===== config.mk =====
export PLATFORM = sky130hd
export DESIGN_NAME = main_fsm_flat
export DESIGN_NICKNAME = d
export VERILOG_FILES = /design/src/rtl/main_fsm_if.sv /design/src/rtl/main_fsm.sv /design/src/flat_wrapper.sv
export SDC_FILE = /design/constraint.sdc
export NUM_CORES = 1
export LEC_CHECK = 0
export ABC_AREA = 1
export BUFFER_PORTS_ARGS = -buffer_cell sky130_fd_sc_hd__buf_4
export CAP_MARGIN = 20
export CORE_MARGIN = 1.5
export CORE_UTILIZATION = 50
export CTS_BUF_LIST = sky130_fd_sc_hd__clkbuf_8
export CTS_CLUSTER_DIAMETER = 120
export CTS_CLUSTER_SIZE = 24
export DETAILED_ROUTE_END_ITERATION = 16
export PLACE_DENSITY = 0.81
export SYNTH_ARGS = -nofsm -noshare
export SYNTH_HDL_FRONTEND = slang
export SYNTH_SLANG_ARGS = --single-unit

===== constraint.sdc =====
create_clock -name clk -period 2.7 [get_ports clk]
set_input_delay 0.54 -clock clk [delete_from_list [all_inputs] [get_ports clk]]
set_output_delay 0.54 -clock clk [all_outputs]
set_load 0.02 [all_outputs]

===== src/rtl/main_fsm_if.sv =====
// Control bundle between the multi-cycle main FSM and the datapath.
// The FSM side is the master; the datapath side is the slave.
interface main_fsm_if;
  logic [6:0]  op;
  logic        mem_ready;
  logic        PCUpdate;
  logic        Branch;
  logic        RegWrite;
  logic        MemWrite;
  logic        IRWrite;
  logic        AdrSrc;
  logic [1:0]  ResultSrc;
  logic [1:0]  ALUSrcA;
  logic [1:0]  ALUSrcB;
  logic [1:0]  ALUOp;
  logic        illegal;
  logic [3:0]  state_o;
  logic [31:0] instret;

  modport master (
    input  op, mem_ready,
    output PCUpdate, Branch, RegWrite, MemWrite,
    output IRWrite, AdrSrc, ResultSrc, ALUSrcA,
    output ALUSrcB, ALUOp, illegal, state_o,
    output instret
  );

  modport slave (
    output op, mem_ready,
    input  PCUpdate, Branch, RegWrite, MemWrite,
    input  IRWrite, AdrSrc, ResultSrc, ALUSrcA,
    input  ALUSrcB, ALUOp, illegal, state_o,
    input  instret
  );
endinterface


===== src/rtl/main_fsm.sv =====
// Multi-cycle RISC-V main control FSM with memory-ready waits,
// sticky illegal-opcode halt and retired-instruction counter.
module main_fsm (
  input logic        clk,
  input logic        reset_n,
  main_fsm_if.master bus
);
  typedef enum logic [3:0] {
    FETCH    = 4'd0,
    DECODE   = 4'd1,
    MEMADR   = 4'd2,
    MEMREAD  = 4'd3,
    MEMWB    = 4'd4,
    MEMWRITE = 4'd5,
    EXECUTER = 4'd6,
    EXECUTEI = 4'd7,
    ALUWB    = 4'd8,
    BEQ      = 4'd9,
    JAL      = 4'd10,
    FAULT    = 4'd11
  } state_t;

  localparam logic [6:0] OP_LW  = 7'b0000011;
  localparam logic [6:0] OP_SW  = 7'b0100011;
  localparam logic [6:0] OP_R   = 7'b0110011;
  localparam logic [6:0] OP_I   = 7'b0010011;
  localparam logic [6:0] OP_BEQ = 7'b1100011;
  localparam logic [6:0] OP_JAL = 7'b1101111;

  state_t      state_q, state_d;
  logic [31:0] instret_q, instret_d;
  logic        retire;
  logic        rdy;

  // Fetch enables must stay low while reset is held.
  assign rdy = bus.mem_ready & reset_n;

  always_ff @(posedge clk or negedge reset_n) begin
    if (!reset_n) begin
      state_q   <= FETCH;
      instret_q <= 32'd0;
    end else begin
      state_q   <= state_d;
      instret_q <= instret_d;
    end
  end

  always_comb begin
    state_d       = state_q;
    bus.PCUpdate  = 1'b0;
    bus.Branch    = 1'b0;
    bus.RegWrite  = 1'b0;
    bus.MemWrite  = 1'b0;
    bus.IRWrite   = 1'b0;
    bus.AdrSrc    = 1'b0;
    bus.ResultSrc = 2'b00;
    bus.ALUSrcA   = 2'b00;
    bus.ALUSrcB   = 2'b00;
    bus.ALUOp     = 2'b00;
    bus.illegal   = 1'b0;
    unique case (state_q)
      FETCH: begin
        bus.ALUSrcB   = 2'b10;
        bus.ResultSrc = 2'b10;
        bus.IRWrite   = rdy;
        bus.PCUpdate  = rdy;
        if (bus.mem_ready) state_d = DECODE;
      end
      DECODE: begin
        bus.ALUSrcA = 2'b01;
        bus.ALUSrcB = 2'b01;
        unique case (bus.op)
          OP_LW, OP_SW: state_d = MEMADR;
          OP_R:         state_d = EXECUTER;
          OP_I:         state_d = EXECUTEI;
          OP_BEQ:       state_d = BEQ;
          OP_JAL:       state_d = JAL;
          default:      state_d = FAULT;
        endcase
      end
      MEMADR: begin
        bus.ALUSrcA = 2'b10;
        bus.ALUSrcB = 2'b01;
        state_d = (bus.op == OP_LW) ? MEMREAD : MEMWRITE;
      end
      MEMREAD: begin
        bus.AdrSrc = 1'b1;
        if (bus.mem_ready) state_d = MEMWB;
      end
      MEMWB: begin
        bus.ResultSrc = 2'b01;
        bus.RegWrite  = 1'b1;
        state_d = FETCH;
      end
      MEMWRITE: begin
        bus.AdrSrc   = 1'b1;
        bus.MemWrite = 1'b1;
        if (bus.mem_ready) state_d = FETCH;
      end
      EXECUTER: begin
        bus.ALUSrcA = 2'b10;
        bus.ALUOp   = 2'b10;
        state_d = ALUWB;
      end
      EXECUTEI: begin
        bus.ALUSrcA = 2'b10;
        bus.ALUSrcB = 2'b01;
        bus.ALUOp   = 2'b10;
        state_d = ALUWB;
      end
      ALUWB: begin
        bus.RegWrite = 1'b1;
        state_d = FETCH;
      end
      BEQ: begin
        bus.ALUSrcA = 2'b10;
        bus.ALUOp   = 2'b01;
        bus.Branch  = 1'b1;
        state_d = FETCH;
      end
      JAL: begin
        bus.ALUSrcA  = 2'b01;
        bus.ALUSrcB  = 2'b10;
        bus.PCUpdate = 1'b1;
        state_d = ALUWB;
      end
      FAULT: begin
        bus.illegal = 1'b1;
      end
      default: state_d = FETCH;
    endcase
  end

  always_comb begin
    retire = 1'b0;
    if (state_d == FETCH) begin
      retire = (state_q == MEMWB) || (state_q == MEMWRITE) ||
               (state_q == ALUWB) || (state_q == BEQ);
    end
    instret_d = instret_q + {31'd0, retire};
  end

  assign bus.state_o = state_q;
  assign bus.instret = instret_q;
endmodule


===== src/flat_wrapper.sv =====
// flat-port wrapper written by rule: the top's interface ports become plain ports
module main_fsm_flat 
  (clk, reset_n, bus_op, bus_mem_ready, bus_PCUpdate, bus_Branch, bus_RegWrite, bus_MemWrite, bus_IRWrite, bus_AdrSrc, bus_ResultSrc, bus_ALUSrcA, bus_ALUSrcB, bus_ALUOp, bus_illegal, bus_state_o, bus_instret);
  main_fsm_if bus_i ();
  input logic clk;
  input logic reset_n;
  input wire logic [$bits(bus_i.op)-1:0] bus_op;
  input wire logic [$bits(bus_i.mem_ready)-1:0] bus_mem_ready;
  output wire logic [$bits(bus_i.PCUpdate)-1:0] bus_PCUpdate;
  output wire logic [$bits(bus_i.Branch)-1:0] bus_Branch;
  output wire logic [$bits(bus_i.RegWrite)-1:0] bus_RegWrite;
  output wire logic [$bits(bus_i.MemWrite)-1:0] bus_MemWrite;
  output wire logic [$bits(bus_i.IRWrite)-1:0] bus_IRWrite;
  output wire logic [$bits(bus_i.AdrSrc)-1:0] bus_AdrSrc;
  output wire logic [$bits(bus_i.ResultSrc)-1:0] bus_ResultSrc;
  output wire logic [$bits(bus_i.ALUSrcA)-1:0] bus_ALUSrcA;
  output wire logic [$bits(bus_i.ALUSrcB)-1:0] bus_ALUSrcB;
  output wire logic [$bits(bus_i.ALUOp)-1:0] bus_ALUOp;
  output wire logic [$bits(bus_i.illegal)-1:0] bus_illegal;
  output wire logic [$bits(bus_i.state_o)-1:0] bus_state_o;
  output wire logic [$bits(bus_i.instret)-1:0] bus_instret;
  assign bus_i.op = bus_op;
  assign bus_i.mem_ready = bus_mem_ready;
  assign bus_PCUpdate = bus_i.PCUpdate;
  assign bus_Branch = bus_i.Branch;
  assign bus_RegWrite = bus_i.RegWrite;
  assign bus_MemWrite = bus_i.MemWrite;
  assign bus_IRWrite = bus_i.IRWrite;
  assign bus_AdrSrc = bus_i.AdrSrc;
  assign bus_ResultSrc = bus_i.ResultSrc;
  assign bus_ALUSrcA = bus_i.ALUSrcA;
  assign bus_ALUSrcB = bus_i.ALUSrcB;
  assign bus_ALUOp = bus_i.ALUOp;
  assign bus_illegal = bus_i.illegal;
  assign bus_state_o = bus_i.state_o;
  assign bus_instret = bus_i.instret;
  main_fsm u_core (.clk(clk), .reset_n(reset_n), .bus(bus_i));
endmodule

Yosys cells after proc, flatten, opt, wreduce, memory -nomap -nowiden
Cells that the tools add are included.
Word-level totals
  input port bits: 10
  logic and storage cells: 53
  output and inout bits: 51
  flip-flop bits (word level): 36
Cells by class
  equal/unequal tests: 17
  multiplexer cells: 18
  reductions and logical operators: 14
  bitwise gates (word level): 1
  add/subtract/negate cells: 1
Operator list (count)
  32-bit by 1-bit adder with 32-bit output: 1
  4-bit case mux with 7 select lines: 1
  4-bit case mux with 5 select lines: 1
  4-bit by 3-bit equality test with 1-bit output (second input constant): 4
  4-bit equality test (second input constant): 4
  2-bit case mux with 2 select lines: 4
  7-bit by 6-bit equality test with 1-bit output (second input constant): 2
  7-bit equality test (second input constant): 2
  4-bit two-way mux: 3
  2-bit OR reduction: 6
  4-bit by 2-bit equality test with 1-bit output (second input constant): 2
  4-bit logical NOT: 2
  7-bit by 2-bit equality test with 1-bit output (second input constant): 1
  7-bit by 5-bit equality test with 1-bit output (second input constant): 1
  1-bit two-way mux: 7
  3-bit OR reduction: 2
  4-bit by 1-bit equality test with 1-bit output (second input constant): 1
  4-bit OR reduction: 1
  1-bit logical OR: 3
  3-bit two-way mux: 1
  1-bit case mux with 2 select lines: 1
  1-bit AND: 1

Longest topological paths before layout
  depth in word-level cells: 7
  depth in mapped cells: 15

Least setup slack after synthesis
OpenSTA, ideal clock, no wires.
  path kind: input port to flip-flop
  start point: in bus_op[2]
  end point: reg u_core.instret_q[16] (netlist: u_core.bus.instret[16])
  path slack: 0.422 ns
  stages on the path: 14
  data arrival time: 2.158 ns
  setup time: 0.120 ns
  cells stage by stage: inv_1 > nand2_1 > nor2_1 > nand2_1 > nand2_1 > nand3_1 > nor2_1 > ha_1 > ha_1 > nand3_2 > nor2_4 > nand3_2 > o21ai_1 > nand2_1
On the way
  word-level cells in the longest chain between the ends: 7
  elaborated cells between the ends (all ways): 13
RTL lines
  from (decl): RTL line flat_wrapper.sv:7  | input wire logic [$bits(bus_i.op)-1:0] bus_op;
  7-bit by 6-bit equality test with 1-bit output or 7-bit by 2-bit equality test with 1-bit output (tied branches): RTL line main_fsm.sv:72, main_fsm.sv:84
  2-bit OR reduction: RTL line main_fsm.sv:72  | unique case (bus.op)
  4-bit case mux with 5 select lines: RTL line main_fsm.sv:72
  4-bit case mux with 7 select lines *: RTL line main_fsm.sv:61  | unique case (state_q)
  net u_core.state_d[2]: RTL line main_fsm.sv:30  | state_t state_q, state_d;
  4-bit logical NOT *: RTL line main_fsm.sv:136  | if (state_d == FETCH) begin
  1-bit two-way mux *: RTL line main_fsm.sv:136
  32-bit by 1-bit adder with 32-bit output *: RTL line main_fsm.sv:140  | instret_d = instret_q + {31'd0, retire};
  net u_core.instret_d[16]: RTL line main_fsm.sv:31  | logic [31:0] instret_q, instret_d;
  to (signal assigned): RTL line main_fsm.sv:44  | instret_q <= instret_d;
  to (decl): RTL line main_fsm.sv:31
The timed path passes the listed nets; every way through them passes the cells marked *.

Worst setup path in the final report
  start point: reg u_core.state_q[0] (netlist: u_core.bus.state_o[0])
  end point: reg u_core.instret_q[16] (netlist: u_core.bus.instret[16])
On the way
  word-level cells in the longest chain between the ends: 6
  elaborated cells between the ends (all ways): 23
RTL lines
  from (decl): RTL line main_fsm.sv:30
  from (signal assigned): RTL line main_fsm.sv:43  | state_q <= state_d;
  4-bit by 3-bit equality test with 1-bit output or 4-bit equality test (tied branches): RTL line main_fsm.sv:61
  3-bit OR reduction (no source line)
  4-bit case mux with 7 select lines *: RTL line main_fsm.sv:61
  net u_core.state_d[2]: RTL line main_fsm.sv:30
  4-bit logical NOT *: RTL line main_fsm.sv:136
  1-bit two-way mux *: RTL line main_fsm.sv:136
  32-bit by 1-bit adder with 32-bit output *: RTL line main_fsm.sv:140
  net u_core.instret_d[16]: RTL line main_fsm.sv:31
Marks and branches as above.

==> results.toml <==
[run_status]
status = "finished clean"

[place]
numPortBuffers = 60
placed_cells = 428
placed_area_um2 = 2760
dp_hpwl_mm = 4.41
place_congestion = 0.954

[cells_and_area]
finalInstanceArea_um2 = 2870
seq_area_um2 = 901
multi_input_area_um2 = 1220
final_util = 0.663
diodes = 0
num-nets-final = 395
n_fill_cell = 400
drive_gt1_frac = 0.237
syn_to_final_growth_pct = 28.2
layout.cells.non_filler = 436

[worst_setup_path]
critPathCaptureType = "register"
crit_required_ns = 2.89
max_stage_delay_ns = 0.41
reg2reg_to = "u_core.bus.instret[16]"
ff2ff_path_depth = 14
crit_fanout = 6
start_kind = "register"
rrSetupSlack_ns = 0.33
crit_slowest_cell = "dfrtp_1"
r2r-start = "u_core.bus.state_o[0]"
cp_cell_sequence = "inv_1 -> nor2_1 -> nand2_1 -> nor2_1 -> nand2_1 -> nand3_1 -> nor2_1 -> ha_1 -> ha_1 -> nand3_2 -> nor2_4 -> nand3_2 -> o21ai_1 -> nand2_1"
cp_num_buf_inv = 1
crit_type = "register to register"
arrival_ns = 2.55
cpLargestDelayFamily = "simple AND/OR/NAND/NOR gates"

[detailed_routing]
wl_per_cell_um = 12.8
routed_wl_mm = 5.60
ant_nets = 0
firstDrtPassIters = 4
initialDrtViolationCount = 193
via_per_inst = 5.03
vias = 2191
drc_errors = 0

[die]
rows = 24
die-area_um2 = 4880
die_width_um = 69.9
fp.dieH_um = 69.9
initial_core_util = 0.517
pin_count = 61
core_um2 = 4320

[worst_hold_path]
hold_class = "input port to asynchronous set/reset pin"

[global_route]
grt_pass1_vias = 1985
antenna_found_initial = 0
track_usage = 0.233
grt_max_degree = 37
grt_overflow = 0
grt_first_pass_wirelength_mm = 9.04

[clock_network]
clock_sinks = 36
clk_latency_ns = 0.29
htree_levels = 2
path_clk_slew_ns = 0.08
cts-root-buf = "clkbuf_8"
cts_buffers = 5
cts_buffer_depth = 2
cts_resized = 0
cts_tree = "done"
cts-hold-fix-buffers = 0
post_cts_buffers = 0

[pwr]
p_leak_uw = 0.00146
p_total_uw = 1970
powerDensity_nw_per_um2 = 687
irDropWorstVdd_mv = 0.427

[logic_synthesis]
mappedNetlistArea_um2 = 2240
synth.distinct_cells = 24
synth-seq-cells = 36
synthTopCellsByArea = "dfrtp_1, nand2_1, nor2_1"
synthTopCellsByCount = "nand2_1, nor2_1, dfrtp_1"
syn-num-nets = 327
dominantRegCellSynth = "dfrtp_1"
netlist.area_leader.share = 0.403
netlist_instances = 315
yosysMostFrequentCell = "nand2_1"
synth.avg_cell_area_um2 = 7.10
ys_warn_count = 0
async_flop_share = 1.00
synth-edff-count = 0
ys_seq_area_frac = 0.403
yosys.area.top_type = "dfrtp_1"

[sta]
final-hold-violation-count = 0
fmax_mhz = 422
finalCriticalPeriod_ns = 2.37
rsz0062_at_grt = "false"
fin_skew_ns = 0.00543
fin_setup_tns_ns = 0
fin_crit_sh = 0.877
final_max_slew_viol_count = 0
worstMarginPinSlew_ns = 0.455
setup_viol = 0
maxSlewHeadroom = 0.697

[flow_run]
max_cap_violations = 0
flip-flops by register name, indices dropped and copies added (netlist names):
| register | count |
|---|---|
| u_core.bus.state_o | 4 |
| u_core.bus.instret | 32 |
stage by stage:
stage	worst slack [ns]	hold WS, ns
2_1_floorplan	0.422	0.244
3_3_place_gp	0.241	0.473
3_5_place_dp	0.136	0.502
4_1_cts	0.330	0.300
5_1_grt	0.0747	0.325
6_report	0.333	0.283
cell usage in the layout, fill, tap and decap left out, drive strengths merged:
master,instances
nand2,124
nor2,71
buf,62
dfrtp,36
inv,29
nand3b,14
nand3,13
xor2,10
clkbuf,5
xnor2,4
o21ai,4
nor3,3
o22ai,2
nand4,2
ha,2
o211ai,1
clkinv,1
bufinv,1
logic make-up after synthesis:
kind of cell / Yosys count / synth area share
compound gates: 7 / 0.0179
xor+xnor: 14 / 0.0582
fa+ha+maj: 2 / 0.0112
buf+inv: 29 / 0.0503
flops: 36 / 0.403
simple gates: 227 / 0.460
area by class of cell:
class,instances,area share
Clock buffer,5,0.0240
Clock inverter,3,0.0135
Inverter,28,0.0366
Multi-Input combinational cell,250,0.427
Sequential cell,36,0.314
Tap cell,52,0.0227
Timing Repair Buffer,62,0.162
power breakdown:
group	internal [uW]	switching, uW
combinational	307	494
clock	270	201
sequential	606	92.5
worst register-to-register path, delay by kind of cell, from the launching register on:
family | cells | cell delay (ns)
DFF | 1 | 0.41
adders and majority gates | 2 | 0.45
AOI/OAI and AO/OA | 1 | 0.12
buffers and inverters | 1 | 0.12
and+or+nand+nor | 10 | 1.16
how the worst max path moves through the flow:
| stage | slack, ns | endpoint | cells after the start | start |
|---|---|---|---|---|
| final | 0.33 | u_core.bus.instret[16] | 14 | u_core.bus.state_o[0] |
| after global routing | 0.07 | u_core.bus.instret[16] | 14 | u_core.bus.state_o[0] |
| after CTS | 0.33 | u_core.bus.instret[16] | 14 | u_core.bus.state_o[0] |
| after detailed placement | 0.14 | u_core.bus.instret[16] | 15 | bus_op[2] |
| after global placement | 0.24 | u_core.bus.instret[16] | 15 | bus_op[2] |
| after floorplan | 0.42 | u_core.bus.instret[16] | 14 | bus_op[2] |
layer usage:
metal | vias up | wire length, um | global-route usage
li1 | 1106 | - | -
met1 | 1009 | 2570 | 0.308
met2 | 68 | 2650 | 0.385
met3 | 8 | 323 | 0.0548
met4 | 0 | 55 | 0.0620
met5 | - | 0 | 0
No activity file was read; power rests on OpenSTA's default activity.
